## src/rtl/dshot_pkg.sv

```systemverilog
// Shared DShot definitions: frame geometry, throttle limits, receiver state
// encoding and the 4-bit frame checksum.
package dshot_pkg;

  localparam int DSHOT_FRAME_BITS = 16;
  localparam int DSHOT_THR_MIN    = 48;
  localparam int DSHOT_THR_W      = 11;

  typedef enum logic [1:0] {
    IDLE     = 2'd0,
    HIGH     = 2'd1,
    LOW      = 2'd2,
    WAIT_GAP = 2'd3
  } dshot_state_e;

  // Nibble-wise XOR of the 12-bit payload (throttle + telemetry bit).
  function automatic logic [3:0] dshot_crc(input logic [11:0] payload);
    return payload[3:0] ^ payload[7:4] ^ payload[11:8];
  endfunction

endpackage

```

## src/rtl/dshot_rx_channel.sv

```systemverilog
// Single-pin DShot receiver: synchroniser, bit-timing FSM, checksum,
// throttle scaling and failsafe timeout for one channel.
module dshot_rx_channel
  import dshot_pkg::*;
#(
  parameter int CLK_HZ      = 16000000,
  parameter int DSHOT_RATE  = 150000,
  parameter int OUT_W       = 8,
  parameter int TIMEOUT_CYC = 320000
) (
  input  logic             clk,
  input  logic             rst_n,
  input  logic             din,
  output logic [OUT_W-1:0] speed,
  output logic             frame_valid,
  output logic             frame_err,
  output logic             link_ok,
  output logic             telem_req
);

  localparam int BIT_CYC = CLK_HZ / DSHOT_RATE;
  localparam int THRESH  = BIT_CYC / 2;
  localparam int GAP     = 2 * BIT_CYC;
  localparam int CNT_W   = $clog2(GAP + 1);
  localparam int TO_W    = $clog2(TIMEOUT_CYC + 1);
  localparam int SHIFT   = DSHOT_THR_W - OUT_W;

  logic                   sync1_r, sync2_r, level_r, rise_r, fall_r;
  dshot_state_e           state_r, state_s;
  logic [CNT_W-1:0]       cnt_r, cnt_s;
  logic [4:0]             bitcnt_r, bitcnt_s;
  logic [14:0]            shift_r, shift_s;
  logic                   bit_s, eval_s, err_s;
  logic [15:0]            frame_s;
  logic [DSHOT_THR_W-1:0] thr_s;
  logic                   crc_ok_s, valid_s, bad_s;
  logic [OUT_W-1:0]       speed_s, speed_r;
  logic [TO_W-1:0]        to_r;
  logic                   frame_valid_r, frame_err_r, link_ok_r, telem_r;

  // Two-flop synchroniser followed by a registered edge detector;
  // level_r is the line level aligned with rise_r/fall_r.
  always_ff @(posedge clk or negedge rst_n) begin
    if (!rst_n) begin
      sync1_r <= 1'b0;
      sync2_r <= 1'b0;
      level_r <= 1'b0;
      rise_r  <= 1'b0;
      fall_r  <= 1'b0;
    end else begin
      sync1_r <= din;
      sync2_r <= sync1_r;
      level_r <= sync2_r;
      rise_r  <= sync2_r & ~level_r;
      fall_r  <= ~sync2_r & level_r;
    end
  end

  // Bit-timing FSM state register.
  always_ff @(posedge clk or negedge rst_n) begin
    if (!rst_n) begin
      state_r  <= IDLE;
      cnt_r    <= {CNT_W{1'b0}};
      bitcnt_r <= 5'd0;
      shift_r  <= 15'd0;
    end else begin
      state_r  <= state_s;
      cnt_r    <= cnt_s;
      bitcnt_r <= bitcnt_s;
      shift_r  <= shift_s;
    end
  end

  // Next-state logic; one shared counter times high pulses, low gaps and the inter-frame gap.
  always_comb begin
    state_s  = state_r;
    cnt_s    = cnt_r;
    bitcnt_s = bitcnt_r;
    shift_s  = shift_r;
    eval_s   = 1'b0;
    err_s    = 1'b0;
    bit_s    = (cnt_r >= CNT_W'(THRESH));
    case (state_r)
      IDLE: begin
        if (rise_r) begin
          state_s  = HIGH;
          cnt_s    = {CNT_W{1'b0}};
          bitcnt_s = 5'd0;
        end else begin
          state_s = IDLE;
        end
      end
      HIGH: begin
        if (fall_r) begin
          shift_s  = {shift_r[13:0], bit_s};
          bitcnt_s = bitcnt_r + 5'd1;
          cnt_s    = {CNT_W{1'b0}};
          if (bitcnt_r == 5'(DSHOT_FRAME_BITS - 1)) begin
            eval_s  = 1'b1;
            state_s = WAIT_GAP;
          end else begin
            state_s = LOW;
          end
        end else if (cnt_r >= CNT_W'(BIT_CYC - 1)) begin
          err_s   = 1'b1;
          state_s = WAIT_GAP;
          cnt_s   = {CNT_W{1'b0}};
        end else begin
          cnt_s = cnt_r + CNT_W'(1);
        end
      end
      LOW: begin
        if (rise_r) begin
          state_s = HIGH;
          cnt_s   = {CNT_W{1'b0}};
        end else if (cnt_r >= CNT_W'(GAP - 1)) begin
          err_s   = (bitcnt_r != 5'd0);
          state_s = IDLE;
          cnt_s   = {CNT_W{1'b0}};
        end else begin
          cnt_s = cnt_r + CNT_W'(1);
        end
      end
      WAIT_GAP: begin
        if (rise_r || level_r) begin
          cnt_s = {CNT_W{1'b0}};
        end else if (cnt_r >= CNT_W'(GAP - 1)) begin
          state_s = IDLE;
          cnt_s   = {CNT_W{1'b0}};
        end else begin
          cnt_s = cnt_r + CNT_W'(1);
        end
      end
      default: begin
        state_s = IDLE;
        cnt_s   = {CNT_W{1'b0}};
      end
    endcase
  end

  // Frame check and throttle scaling on the frame completed by the current bit.
  always_comb begin
    frame_s  = {shift_r, bit_s};
    thr_s    = frame_s[15:5];
    crc_ok_s = (frame_s[3:0] == dshot_crc(frame_s[15:4]));
    valid_s  = eval_s & crc_ok_s;
    bad_s    = err_s | (eval_s & ~crc_ok_s);
    if (thr_s < DSHOT_THR_W'(DSHOT_THR_MIN)) begin
      speed_s = {OUT_W{1'b0}};
    end else begin
      speed_s = OUT_W'((thr_s - DSHOT_THR_W'(DSHOT_THR_MIN)) >> SHIFT);
    end
  end

  // Output registers and saturating failsafe counter; a valid frame beats the timeout.
  always_ff @(posedge clk or negedge rst_n) begin
    if (!rst_n) begin
      frame_valid_r <= 1'b0;
      frame_err_r   <= 1'b0;
      link_ok_r     <= 1'b0;
      telem_r       <= 1'b0;
      speed_r       <= {OUT_W{1'b0}};
      to_r          <= {TO_W{1'b0}};
    end else begin
      frame_valid_r <= valid_s;
      frame_err_r   <= bad_s;
      if (valid_s) begin
        to_r      <= {TO_W{1'b0}};
        link_ok_r <= 1'b1;
        telem_r   <= frame_s[4];
        speed_r   <= speed_s;
      end else if (to_r == TO_W'(TIMEOUT_CYC - 1)) begin
        to_r      <= TO_W'(TIMEOUT_CYC);
        link_ok_r <= 1'b0;
        telem_r   <= 1'b0;
        speed_r   <= {OUT_W{1'b0}};
      end else if (to_r != TO_W'(TIMEOUT_CYC)) begin
        to_r <= to_r + TO_W'(1);
      end else begin
        to_r <= to_r;
      end
    end
  end

  assign speed       = speed_r;
  assign frame_valid = frame_valid_r;
  assign frame_err   = frame_err_r;
  assign link_ok     = link_ok_r;
  assign telem_req   = telem_r;

endmodule

```

## src/rtl/dshot_rx_bank.sv

```systemverilog
// Bank of independent DShot receivers sharing a reset synchroniser; speeds
// are packed onto one flat bus, channel i at [i*OUT_W +: OUT_W].
module dshot_rx_bank
  import dshot_pkg::*;
#(
  parameter int NUM_CH      = 8,
  parameter int CLK_HZ      = 16000000,
  parameter int DSHOT_RATE  = 150000,
  parameter int OUT_W       = 8,
  parameter int TIMEOUT_CYC = 320000
) (
  input  logic                    clk,
  input  logic                    rst_n,
  input  logic [NUM_CH-1:0]       dshot_in,
  output logic [NUM_CH*OUT_W-1:0] speed_flat,
  output logic [NUM_CH-1:0]       frame_valid,
  output logic [NUM_CH-1:0]       frame_err,
  output logic [NUM_CH-1:0]       link_ok,
  output logic [NUM_CH-1:0]       telem_req
);

  logic rst_meta_r, rst_sync_r;

  // Reset asserts immediately, releases two clocks after rst_n rises.
  always_ff @(posedge clk or negedge rst_n) begin
    if (!rst_n) begin
      rst_meta_r <= 1'b0;
      rst_sync_r <= 1'b0;
    end else begin
      rst_meta_r <= 1'b1;
      rst_sync_r <= rst_meta_r;
    end
  end

  for (genvar i = 0; i < NUM_CH; i++) begin : g_ch
    dshot_rx_channel #(
      .CLK_HZ     (CLK_HZ),
      .DSHOT_RATE (DSHOT_RATE),
      .OUT_W      (OUT_W),
      .TIMEOUT_CYC(TIMEOUT_CYC)
    ) u_ch (
      .clk        (clk),
      .rst_n      (rst_sync_r),
      .din        (dshot_in[i]),
      .speed      (speed_flat[i*OUT_W +: OUT_W]),
      .frame_valid(frame_valid[i]),
      .frame_err  (frame_err[i]),
      .link_ok    (link_ok[i]),
      .telem_req  (telem_req[i])
    );
  end

endmodule

```

## config.mk

```make
export PLATFORM = sky130hd
export DESIGN_NAME = dshot_rx_bank
export DESIGN_NICKNAME = d
export VERILOG_FILES = /design/src/rtl/dshot_pkg.sv /design/src/rtl/dshot_rx_channel.sv /design/src/rtl/dshot_rx_bank.sv
export SDC_FILE = /design/constraint.sdc
export NUM_CORES = 1
export LEC_CHECK = 0
export ABC_AREA = 1
export BUFFER_PORTS_ARGS = -buffer_cell sky130_fd_sc_hd__buf_4
export CAP_MARGIN = 20
export CORE_MARGIN = 2
export CORE_UTILIZATION = 40
export DETAILED_ROUTE_END_ITERATION = 10
export HOLD_SLACK_MARGIN = 0.1
export PLACE_DENSITY_LB_ADDON = 0.05
export SYNTH_ARGS = -nofsm -noshare
export SYNTH_HDL_FRONTEND = slang
export SYNTH_SLANG_ARGS = --single-unit
```

## constraint.sdc

```tcl
create_clock -name clk -period 45.3 [get_ports clk]
set_input_delay 4.53 -clock clk [delete_from_list [all_inputs] [get_ports clk]]
set_output_delay 4.53 -clock clk [all_outputs]
set_load 0.005 [all_outputs]
```

==> summary.md, run 1 <==
| Metric | Value |
|---|---|
| Buf/Inv on CP | 1 |
| Critical path depth in cells | 1 |
| Sequential share of the synthesized area | 43.59% |
| Die H | 279.8 um |
| Largest net degree at the start of global routing | 159 |
| Setup bufs post-CTS | 0 |
| Final core occ | 45.16% |
| Initial antenna violation count | 0 |
| Req. time, crit path | 40770 ps |
| Startpoint types | flip-flop |
| DR iter-0 viols | 1458 |
| Relative slew slack | 30.57% |
| RSZ-0062 raised after global routing | false |
| Clk_lat worst skew | 600 ps |
| Post-synthesis register bit count | 530 |
| Max Clock Skew | 16.31 ps |
| Fillers | 7661 |
| Wire length per cell | 12.98 um |
| Async set-reset flop share out of synthesis | 100.0% |
| Top delay family on crit path | flip-flops |
| Sequential Power Share | 40.1% |
| Final Max Tran Viols | 0 |
| CTS tree | yes |
| DP Wirelength | 46600 um |
| Initial Util | 40.26% |
| Vias in the first global route | 23607 |
| VDD IR max | 0.02218 mV |
| Switching Share | 29.92% |
| Number of synthesized flops with an enable pin | 0 |
| Gate power share | 17.2% |
| Most common cell after layout, fill and taps aside | nand2_1 |
| Mapped Nets | 4160 |
| Synthesized instance count | 4038 |
| Diode count | 0 |
| Non-filler cells, final | 5139 |
| Layout cells sized above 1 | 7.066% |
| GPL Wtd Cong | 0.8451 |
| Placed cells | 5019 |
| Critical path arrival | 1130 ps |
| DR pass1 iterations | 6 |
| GRT Total Usage | 17.47% |
| Clock transition at the registers of the reported paths | 60 ps |
| Clk network pwr share | 42.8% |
| Reg2Reg Depth | 7 |
| Hold Vio Cnt, Final | 0 |
| Total clock sinks | 530 |
| Period utilisation layout | 12.49% |
| PwrDens | 37.74 nW/um^2 |
| Synthesis-to-finish area growth | 12.16% |
| Worst stage delay on the critical path | 390 ps |
| Crit Path Max Fanout | 2 |
| Most used flip-flop cell after synthesis | dfrtp_1 |
| GRT Residual Overflow | 0 |
| CP Class | reg2out |
| Synth Warn # | 0 |
| Core ar. | 75570 um^2 |
| H-tree level count | 3 |
| Crit path time final | 5656 ps |
| Post-CTS sizing | 0 |
| Cell area after synthesis | 30430 um^2 |
| First-pass GRT wire length | 115400 um |
| # hold bufs at CTS | 0 |
| Nets | 4233 |
| Worst R2R Setup Slack | 42350 ps |
| DRC | 0 |
| Max Cap Violations | 0 |
| Die Outline Area | 78290 um^2 |
| P_leak | 0.01796 uW |
| Post-DRT Antenna Nets | 0 |
| Status | finished clean |
| Die extent in x | 279.8 um |
| Placed inst area | 31840 um^2 |
| Row cnt | 101 |
| Root Driver | clkbuf_16 |
| Worst Tran Pin Value | 1042 ps |
| Setup TNS | 0 ps |
| Internal Power | 902.6 uW |
| Drt total wl | 66680 um |
| Crit-path cells | buf_4 |
| Setup crit end kind | output port |
| Final instance area | 34130 um^2 |
| Synth cell types | 49 |
| Worst path slowest cell | dfrtp_1 |
| Final setup viols | 0 |
| Clock Path Buffers | 3 |
| Avg Inst Size Synth | 7.535 um^2 |
| HP Class | reg2async |
| Commonest non-fill, non-tap cells in the layout | nand2_1, inv_1, dfrtp_1 |
| I/O pin total | 106 |
| Vias after detailed routing | 24402 |
| I/O Buffers | 105 |
| Net load switching power | 385.3 uW |
| Vias per Instance | 4.748 |
| TritonCTS buffer count | 68 |
| Fmax | 0.1768 GHz |
-- registers in the layout, indices dropped and copies added (netlist names) --
| signal | count |
|---|---|
| g_ch.u_ch.speed | 64 |
| g_ch.u_ch.fall_r | 8 |
| g_ch.u_ch.state_r | 16 |
| g_ch.u_ch.level_r | 8 |
| g_ch.u_ch.frame_err | 8 |
| g_ch.u_ch.shift_r | 120 |
| g_ch.u_ch.link_ok | 8 |
| g_ch.u_ch.sync1_r | 8 |
| rst_sync_r | 1 |
| g_ch.u_ch.sync2_r | 8 |
| g_ch.u_ch.cnt_r | 64 |
| g_ch.u_ch.telem_req | 8 |
| g_ch.u_ch.to_r | 152 |
| g_ch.u_ch.frame_valid | 8 |
| g_ch.u_ch.rise_r | 8 |
| g_ch.u_ch.bitcnt_r | 40 |
| rst_meta_r | 1 |
-- final timing paths --
| kind | from | endpoint |
|---|---|---|
| worst max-delay path | g_ch[2].u_ch.speed[6]$_DFFE_PN0P_ | speed_flat[22] |
| worst min-delay path | rst_sync_r$_DFF_PN0_ | g_ch[2].u_ch.state_r[0]$_DFFE_PN0P_ |
| worst max register to register | g_ch[4].u_ch.state_r[1]$_DFFE_PN0P_ | g_ch[4].u_ch.to_r[2]$_DFFE_PN0P_ |
| worst min register to register | rst_sync_r$_DFF_PN0_ | g_ch[2].u_ch.state_r[0]$_DFFE_PN0P_ |
| max in group asynchronous | rst_n | rst_sync_r$_DFF_PN0_ |
| min in group clk | g_ch[0].u_ch.sync1_r$_DFF_PN0_ | g_ch[0].u_ch.sync2_r$_DFF_PN0_ |
-- power by group through the flow --
stage | sequential [uW] | combinational (uW) | clock (uW)
finish | 516 | 221 | 551
floorplan | 526 | 166 | 0
global placement | 525 | 225 | 0
detailed placement | 525 | 223 | 0
CTS | 516 | 224 | 574
global route | 520 | 261 | 591
-- routing by layer --
| metal | vias up | share of wire, % | GRT usage, % |
|---|---|---|---|
| met3 | 91 | 3.2 | 2.819 |
| met2 | 267 | 44 | 27.61 |
| met5 | - | 0 | 0 |
| met4 | 0 | 2.1 | 4.566 |
| met1 | 11135 | 51 | 24.86 |
| li1 | 12909 | - | - |
-- cells by family after synthesis --
family,synth area share [%]
simple gates,30.07
buf+inv,10.42
other cells,0.01232
flops,43.59
xor+xnor,4.922
compound gates,6.378
fa+ha+maj,4.606
-- metrics by stage --
| stage | power (uW) | hold WS, ps | setup WS, ps |
|---|---|---|---|
| 2_1_floorplan | 691.6 | 331.2 | 29430 |
| 3_3_place_gp | 750.1 | 241.2 | 40270 |
| 3_5_place_dp | 748.0 | 239.1 | 40260 |
| 4_1_cts | 1315 | 245.5 | 39590 |
| 5_1_grt | 1373 | 257.4 | 39580 |
| 6_report | 1288 | 227.4 | 39640 |
-- layout make-up --
class | instances | area, um^2 | share of cell area [%]
clock buffer | 95 | 2019 | 5.918
timing repair buffer | 112 | 865.8 | 2.537
inverter | 664 | 2492 | 7.303
clock inverter | 25 | 265.3 | 0.7773
tap | 978 | 1224 | 3.586
multi-input combinational | 2735 | 13990 | 41.00
sequential | 530 | 13270 | 38.87
-- cell usage after synthesis (5+ instances only) --
cell type / instances / area (um^2)
and2_1: 5 / 31.28
nor2_1: 391 / 1468
a21oi_1: 86 / 430.4
o22ai_1: 15 / 93.84
clkbuf_1: 25 / 93.84
nor2_2: 12 / 75.07
buf_2: 27 / 135.1
nand3b_1: 17 / 127.6
or2_2: 10 / 62.56
nand3_1: 335 / 1677
o21ai_0: 224 / 1121
nand4_1: 157 / 982.2
a211oi_1: 8 / 60.06
xor2_1: 127 / 1112
xnor2_1: 44 / 385.4
ha_1: 112 / 1401
nand3_4: 8 / 140.1
nor3_1: 85 / 425.4
buf_6: 9 / 101.4
inv_1: 645 / 2421
nand2_1: 1026 / 3851
buf_4: 43 / 322.8
nand2_2: 7 / 43.79
o21ai_1: 15 / 75.07
clkbuf_2: 5 / 25.02
nor4_1: 5 / 31.28
dfrtp_1: 530 / 13260
inv_2: 18 / 67.56
nor3_2: 6 / 60.06
No activity file was read; power rests on OpenSTA's default activity.
==> run 2, diff against run 1 <==
Settings changed: ABC_AREA 1 to 0.
Clock period 45.3 ns to 5.1 ns, I/O delays scaled along.
==> run 2 against run 1 <==
Register-to-register slack worse by 40000 ps; wire length down 15%; clock power rose to 9.0 times the previous value; worst setup slack worse by 37000 ps; sequential share of layout area up 2.8 points; largest power group unchanged; highest routed layer unchanged; largest cell class unchanged; global-route usage down 1.7 points.
==> summary.md, run 2 <==
| Metric | Value |
|---|---|
| Status | finished clean |
| Multi-input logic area | 13590 um^2 (-2.9%) |
| I/O Buffers | 105 (unchanged) |
| Mapped Nets | 2939 (-29%) |
| Setup crit end kind | flip-flop |
| Register area | 13270 um^2 (unchanged) |
| Hold Vio Cnt, Final | 0 (unchanged) |
| Nets | 3004 (-29%) |
| Internal Power | 8081 uW (+800%) |
| Critical path arrival | 3090 ps (+1960 ps) |
| Synth top cells by count | dfrtp_1, nand2_1, nor2_1, xnor2_1, o21ai_0 |
| Max Cap Violations | 0 (unchanged) |
| Synth Warn # | 0 (unchanged) |
| Gate power share | 15.7% (-1.5 points) |
| Top cells by area, synth | dfrtp_1, xnor2_1, ha_1 |
| Cell area after synthesis | 27980 um^2 (-8.0%) |
| Non-filler cells, final | 3862 (-25%) |
| Vias in the first global route | 19644 (-17%) |
| Fmax | 0.3866 GHz |
| Reg2Reg Depth | 8 (+1) |
| Most common cell after layout, fill and taps aside | dfrtp_1 |
| Period utilisation layout | 50.72% |
| Synthesized instance count | 2817 (-30%) |
| Final setup viols | 0 (unchanged) |
| Initial antenna violation count | 0 (unchanged) |
| Layout cells sized above 1 | 12.59% (+5.5 points) |
| Largest net degree at the start of global routing | 139 (-13%) |
| Wire length per cell | 14.60 um (+12%) |
| First-pass GRT wire length | 95960 um (-17%) |
| GPL Wtd Cong | 0.7910 (-6.4%) |
| Synthesis-to-finish area growth | 13.90% |
| Setup WS pre-CTS | 2323 ps (-37940 ps) |
| Relative slew slack | 31.55% (+0.99 points) |
| Sequential Power Share | 40.4% (+0.3 points) |
| Synth cell types | 73 (+49%) |
| GRT Total Usage | 15.75% (-1.7 points) |
| Most used flip-flop cell after synthesis | dfrtp_1 |
| Switching Share | 28.21% (-1.7 points) |
| Initial Util | 40.58% (+0.32 points) |
| Final Max Tran Viols | 0 (unchanged) |
| H-tree level count | 3 (unchanged) |
| Async set-reset flop share out of synthesis | 100.0% (unchanged) |
| Fillers | 6580 (-14%) |
| Top reg by flops | g_ch.u_ch.to_r |
| RSZ-0062 raised after global routing | false |
| Clock Path Buffers | 3 (unchanged) |
| Vias per Instance | 5.127 (+8.0%) |
| DP Wirelength | 37940 um (-19%) |
| Synth area leader | dfrtp_1 |
| Top flop regs | g_ch.u_ch.to_r x152, g_ch.u_ch.shift_r x120 |
| Clock transition at the registers of the reported paths | 50 ps (about the same) |
| Avg Inst Size Synth | 9.932 um^2 (+32%) |
| HP Class | in2async |
| Crit path time final | 2587 ps |
| Row cnt | 96 (-5.0%) |
| Post-CTS sizing | 0 (unchanged) |
| Setup bufs post-CTS | 0 (unchanged) |
| Clk network pwr share | 44.0% (+1.2 points) |
| Req. time, crit path | 5600 ps (-35170 ps) |
| Root Driver | clkbuf_16 |
| VDD IR max | 0.2305 mV (+940%) |
| Commonest non-fill, non-tap cells in the layout | dfrtp_1, nand2_1, nor2_1 |
| Total clock sinks | 530 (unchanged) |
| Startpoint types | flip-flop |
| TritonCTS buffer count | 66 (-2.9%) |
| Vias after detailed routing | 19801 (-19%) |
| Worst Tran Pin Value | 1026 ps (-15.89 ps) |
| DR iter-0 viols | 1099 (-25%) |
| PwrDens | 353.2 nW/um^2 (+840%) |
| Sequential share of the synthesized area | 47.40% (+3.8 points) |
| Die Outline Area | 72080 um^2 (-7.9%) |
| Number of synthesized flops with an enable pin | 0 (unchanged) |
| Die H | 268.5 um (-4.0%) |
| Post-DRT Antenna Nets | 0 (unchanged) |
| CP Class | reg2reg |
| P_leak | 0.01462 uW (-19%) |
| DR pass1 iterations | 6 (unchanged) |
| CTS tree | yes |
| Die extent in x | 268.5 um (-4.0%) |
| Max Clock Skew | 18.07 ps (+1.756 ps) |
| Setup ws final | 2513 ps (-37130 ps) |
| Largest register FFs | 152 (unchanged) |
| I/O pin total | 106 (unchanged) |
| GRT Residual Overflow | 0 (unchanged) |
| Placed cells | 3733 (-26%) |
| Net load switching power | 3175 uW (+720%) |
| Post-synthesis register bit count | 530 (unchanged) |
| Drt total wl | 56370 um (-15%) |
| Crit Path Max Fanout | 10 (+8) |
| Top-count cell post-synth | dfrtp_1 |
| Diode count | 0 (unchanged) |
| Clk_lat worst skew | 580 ps (-20 ps) |
| DRC | 0 (unchanged) |
| Share of the synthesized area in the top cell type | 47.40% (+3.8 points) |
| Core ar. | 68950 um^2 (-8.8%) |
## run 2: cell count changes in the layout (fill, tap and decap cells not counted), sizes merged, moves of 87 or more
cell / before / now
nor2: 407 / 247
mux2: 0 / 112
nand4: 157 / 63
inv: 663 / 131
o21ai: 241 / 147
xnor2: 44 / 166
nand3: 343 / 128
mux2i: 0 / 87
nand2: 1033 / 267
## run 2: timing repair
action                                  in CTS  in global routing
hold buffers                                 9                  0
endpoints found under the setup margin       0                  0
hold endpoints to repair                    10                  0
## run 2: final cells by class
cell class	instances	share of cell area, %
sequential	530	41.63
inverter	131	1.543
clock buffer	90	6.078
tap	931	3.655
timing repair buffer	129	3.263
multi-input combinational	2024	42.64
clock inverter	27	1.197
## run 2: routing by layer
| metal | GRT usage (%) | share of wire, % | vias up |
|---|---|---|---|
| met3 | 2.575 | 3.1 | 70 |
| met5 | 0 | 0 | - |
| met4 | 4.850 | 1.7 | 0 |
| met1 | 20.93 | 47 | 9662 |
| li1 | - | - | 9868 |
| met2 | 26.39 | 48 | 201 |
## run 2: worst max-delay path, stage by stage, from the launching register on
cell	delay (ps)
dfrtp_1	420
inv_1	110
ha_1	170
or2b_2	320
a31oi_4	220
xnor2_2	140
nor4_4	670
buf_6	240
mux2i_1	200
## run 2: stage by stage
stage	total power, uW	instance area [um^2]	hold WS, ps	setup TNS (ps)	util, %
global placement	6351	29430	293.0	0	42.68
finish	11260	31870	259.1	0	46.22
global route	11930	31870	244.2	0	46.22
floorplan	5947	27980	214.4	-30540	-
CTS	11480	31840	213.1	0	46.17
detailed placement	6385	29430	294.0	0	42.68
## run 2: logic make-up after synthesis
group	share of synthesized area [%]
simple gates	17.99
flops	47.40
compound gates	9.557
xor+xnor	8.349
buf+inv	4.060
mux	7.620
fa+ha+maj	5.008
other cells	0.01340
## run 2: power by group through the flow
stage / logic (uW) / clock network (uW) / registers, uW
final: 1760 / 4950 / 4540
after global routing: 2030 / 5330 / 4570
after CTS: 1790 / 5150 / 4550
after detailed placement: 1760 / 0 / 4620
after global placement: 1740 / 0 / 4610
after floorplan: 1330 / 0 / 4610
## run 2: worst paths after layout
path / start / to / slack, ps
setup / recovery: g_ch[7].u_ch.cnt_r[0]$_DFFE_PN0P_ / g_ch[7].u_ch.speed[3]$_DFFE_PN0P_ / 2510
hold / removal: rst_n / rst_sync_r$_DFF_PN0_ / 260
setup reg to reg: g_ch[7].u_ch.cnt_r[0]$_DFFE_PN0P_ / g_ch[7].u_ch.speed[3]$_DFFE_PN0P_ / 2510
hold reg to reg: g_ch[1].u_ch.sync1_r$_DFF_PN0_ / g_ch[1].u_ch.sync2_r$_DFF_PN0_ / 350
max in group asynchronous: rst_sync_r$_DFF_PN0_ / g_ch[7].u_ch.sync1_r$_DFF_PN0_ / 3450
min in group clk: g_ch[1].u_ch.sync1_r$_DFF_PN0_ / g_ch[1].u_ch.sync2_r$_DFF_PN0_ / 350
==> run 3, diff against run 2 <==
Clock period 5.1 ns to 2.5 ns, I/O delays scaled along.
==> run 3 against run 2 <==
Sequential share of layout area down 0.37 points; clock power up 96%; register-to-register slack worse by 2300 ps; flip-flop and latch count unchanged; hold slack better by 42 ps; die area unchanged; non-clock buffer count up 45; first-iteration DRC count down 20%; global-route usage up 0.38 points; critical endpoint unchanged.
==> summary.md, run 3 (synthesis gave the netlist of run 2 again) <==
| Metric | Value |
|---|---|
| Crit path time final | 2251 ps (-335.9 ps) |
| CTS tree | yes |
| Die Outline Area | 72080 um^2 (unchanged) |
| CP Class | reg2reg |
| I/O pin total | 106 (unchanged) |
| Setup WS pre-CTS | 132.3 ps (-2191 ps) |
| Top reg by flops | g_ch.u_ch.to_r |
| Crit Path Max Fanout | 17 (+7) |
| Largest net degree at the start of global routing | 75 (-46%) |
| Max Clock Skew | 19.54 ps (+1.476 ps) |
| Setup crit end kind | flip-flop |
| Initial Util | 40.58% (unchanged) |
| Initial antenna violation count | 0 (unchanged) |
| Period utilisation layout | 90.04% (+39 points) |
| First-pass GRT wire length | 98110 um (+2.2%) |
| Nets | 3049 (+1.5%) |
| Hold Vio Cnt, Final | 0 (unchanged) |
| Final Max Tran Viols | 0 (unchanged) |
| GRT Total Usage | 16.13% (+0.38 points) |
| Status | finished clean |
| Relative slew slack | 50.31% (+19 points) |
| Setup bufs post-CTS | 0 (unchanged) |
| Commonest non-fill, non-tap cells in the layout | dfrtp_1, nand2_1, nor2_1 |
| Largest register FFs | 152 (unchanged) |
| GPL Wtd Cong | 0.7875 (-0.44%) |
| Vias in the first global route | 19991 (+1.8%) |
| Total clock sinks | 530 (unchanged) |
| Critical path arrival | 2760 ps (-330 ps) |
| Clk_lat worst skew | 600 ps (+20 ps) |
| Vias after detailed routing | 19989 (+0.95%) |
| Tot Pwr | 22750 uW (+100%) |
| Clock Path Buffers | 3 (unchanged) |
| Req. time, crit path | 3010 ps (-2590 ps) |
| Layout cells sized above 1 | 13.58% (+0.99 points) |
| P_leak | 0.01479 uW (+1.2%) |
| Startpoint types | flip-flop |
| DR pass1 iterations | 7 (+1) |
| Synthesis-to-finish area growth | 14.93% |
| Worst Tran Pin Value | 735.0 ps (-290.6 ps) |
| Max Cap Violations | 0 (unchanged) |
| Wire length per cell | 14.58 um (about the same) |
| Setup ws final | 249.0 ps (-2264 ps) |
| Post-DRT Antenna Nets | 0 (unchanged) |
| Die extent in x | 268.5 um (unchanged) |
| Root Driver | clkbuf_16 |
| Drt total wl | 56950 um (+1.0%) |
| Die H | 268.5 um (unchanged) |
| DP Wirelength | 38760 um (+2.2%) |
| VDD IR max | 0.5040 mV (+120%) |
| RSZ-0062 raised after global routing | false |
| HP Class | in2reg |
| Row cnt | 96 (unchanged) |
| Core ar. | 68950 um^2 (unchanged) |
| Vias per Instance | 5.119 (-0.16%) |
| I/O Buffers | 105 (unchanged) |
| Most common cell after layout, fill and taps aside | dfrtp_1 |
| Setup TNS | 0 ps (unchanged) |
| Diode count | 0 (unchanged) |
| Clock transition at the registers of the reported paths | 60 ps (about the same) |
| DRC | 0 (unchanged) |
| Top flop regs | g_ch.u_ch.to_r x152, g_ch.u_ch.shift_r x120 |
| H-tree level count | 3 (unchanged) |
| PwrDens | 707.3 nW/um^2 (+100%) |
| DR iter-0 viols | 876 (-20%) |
| Final setup viols | 0 (unchanged) |
| GRT Residual Overflow | 0 (unchanged) |
| Fmax | 0.4443 GHz (+15%) |
| TritonCTS buffer count | 66 (unchanged) |
[run 3: cell count changes in the layout (fill, tap and decap cells not counted), sizes merged]
cell and change:
inv +1, bufinv -5, clkbuf +11, dlygate4sd3 +1
clkinvlp -1, buf +45, clkinv -9
[run 3: final timing paths]
path	slack, ps	end	start	cells after the start
max	250	g_ch[7].u_ch.speed[3]$_DFFE_PN0P_	g_ch[7].u_ch.cnt_r[0]$_DFFE_PN0P_	8
min	300	g_ch[1].u_ch.sync1_r$_DFF_PN0_	dshot_in[1]	2
max reg2reg	250	g_ch[7].u_ch.speed[3]$_DFFE_PN0P_	g_ch[7].u_ch.cnt_r[0]$_DFFE_PN0P_	8
min reg2reg	340	g_ch[1].u_ch.cnt_r[2]$_DFFE_PN0P_	rst_sync_r$_DFF_PN0_	0
max in group asynchronous	1360	g_ch[7].u_ch.bitcnt_r[3]$_DFFE_PN0P_	rst_sync_r$_DFF_PN0_	1
min in group asynchronous	340	g_ch[1].u_ch.cnt_r[2]$_DFFE_PN0P_	rst_sync_r$_DFF_PN0_	0
[run 3: report_power, final]
part           switching, uW  total (uW)  internal [uW]
Combinational           2390        3760           1370
Clock                   3720        9720           6000
Sequential               378        9270           8890
Total                   6490       22700          16300
[run 3: layout make-up]
| type | count | area, um^2 |
|---|---|---|
| fill | 6513 | 36790 |
| sequential | 530 | 13270 |
| timing repair buffer | 174 | 1431 |
| multi-input combinational | 2024 | 13590 |
| inverter | 131 | 491.7 |
| tap | 931 | 1165 |
| clock inverter | 13 | 180.2 |
| clock buffer | 102 | 2033 |
[run 3: what timing repair did]
item                                    in CTS  in global routing
endpoints found under the hold margin       10                  0
endpoints found under the setup margin       0                  4
gates resized for setup                      0                  1
hold buffers                                10                  0
[run 3: worst max-delay path, stage by stage (launching register included)]
cell,delay (ps)
dfrtp_1,410
inv_1,100
ha_1,150
or2b_2,320
a31oi_4,230
xnor2_2,140
nor4_4,270
buf_4,300
mux2i_1,230
[run 3: stage by stage]
stage                     utilization (%)  hold slack [ps]  cell area, um^2  instances
after floorplan                         -           -45.59            27980       2817
after global placement              43.28            32.83            29840       3780
after detailed placement            43.28            33.12            29840       3780
after CTS                           46.64            256.2            32160       3905
after global routing                46.64            286.9            32160       3905
final                               46.64            301.0            32160       3905
[run 3: layer usage]
layer / share of wire [%] / vias up / GRT usage [%]
met2: 47 / 191 / 26.90
li1: - / 9955 / -
met3: 2.8 / 85 / 2.822
met1: 48 / 9758 / 21.57
met4: 2.1 / 0 / 4.610
met5: 0 / - / 0
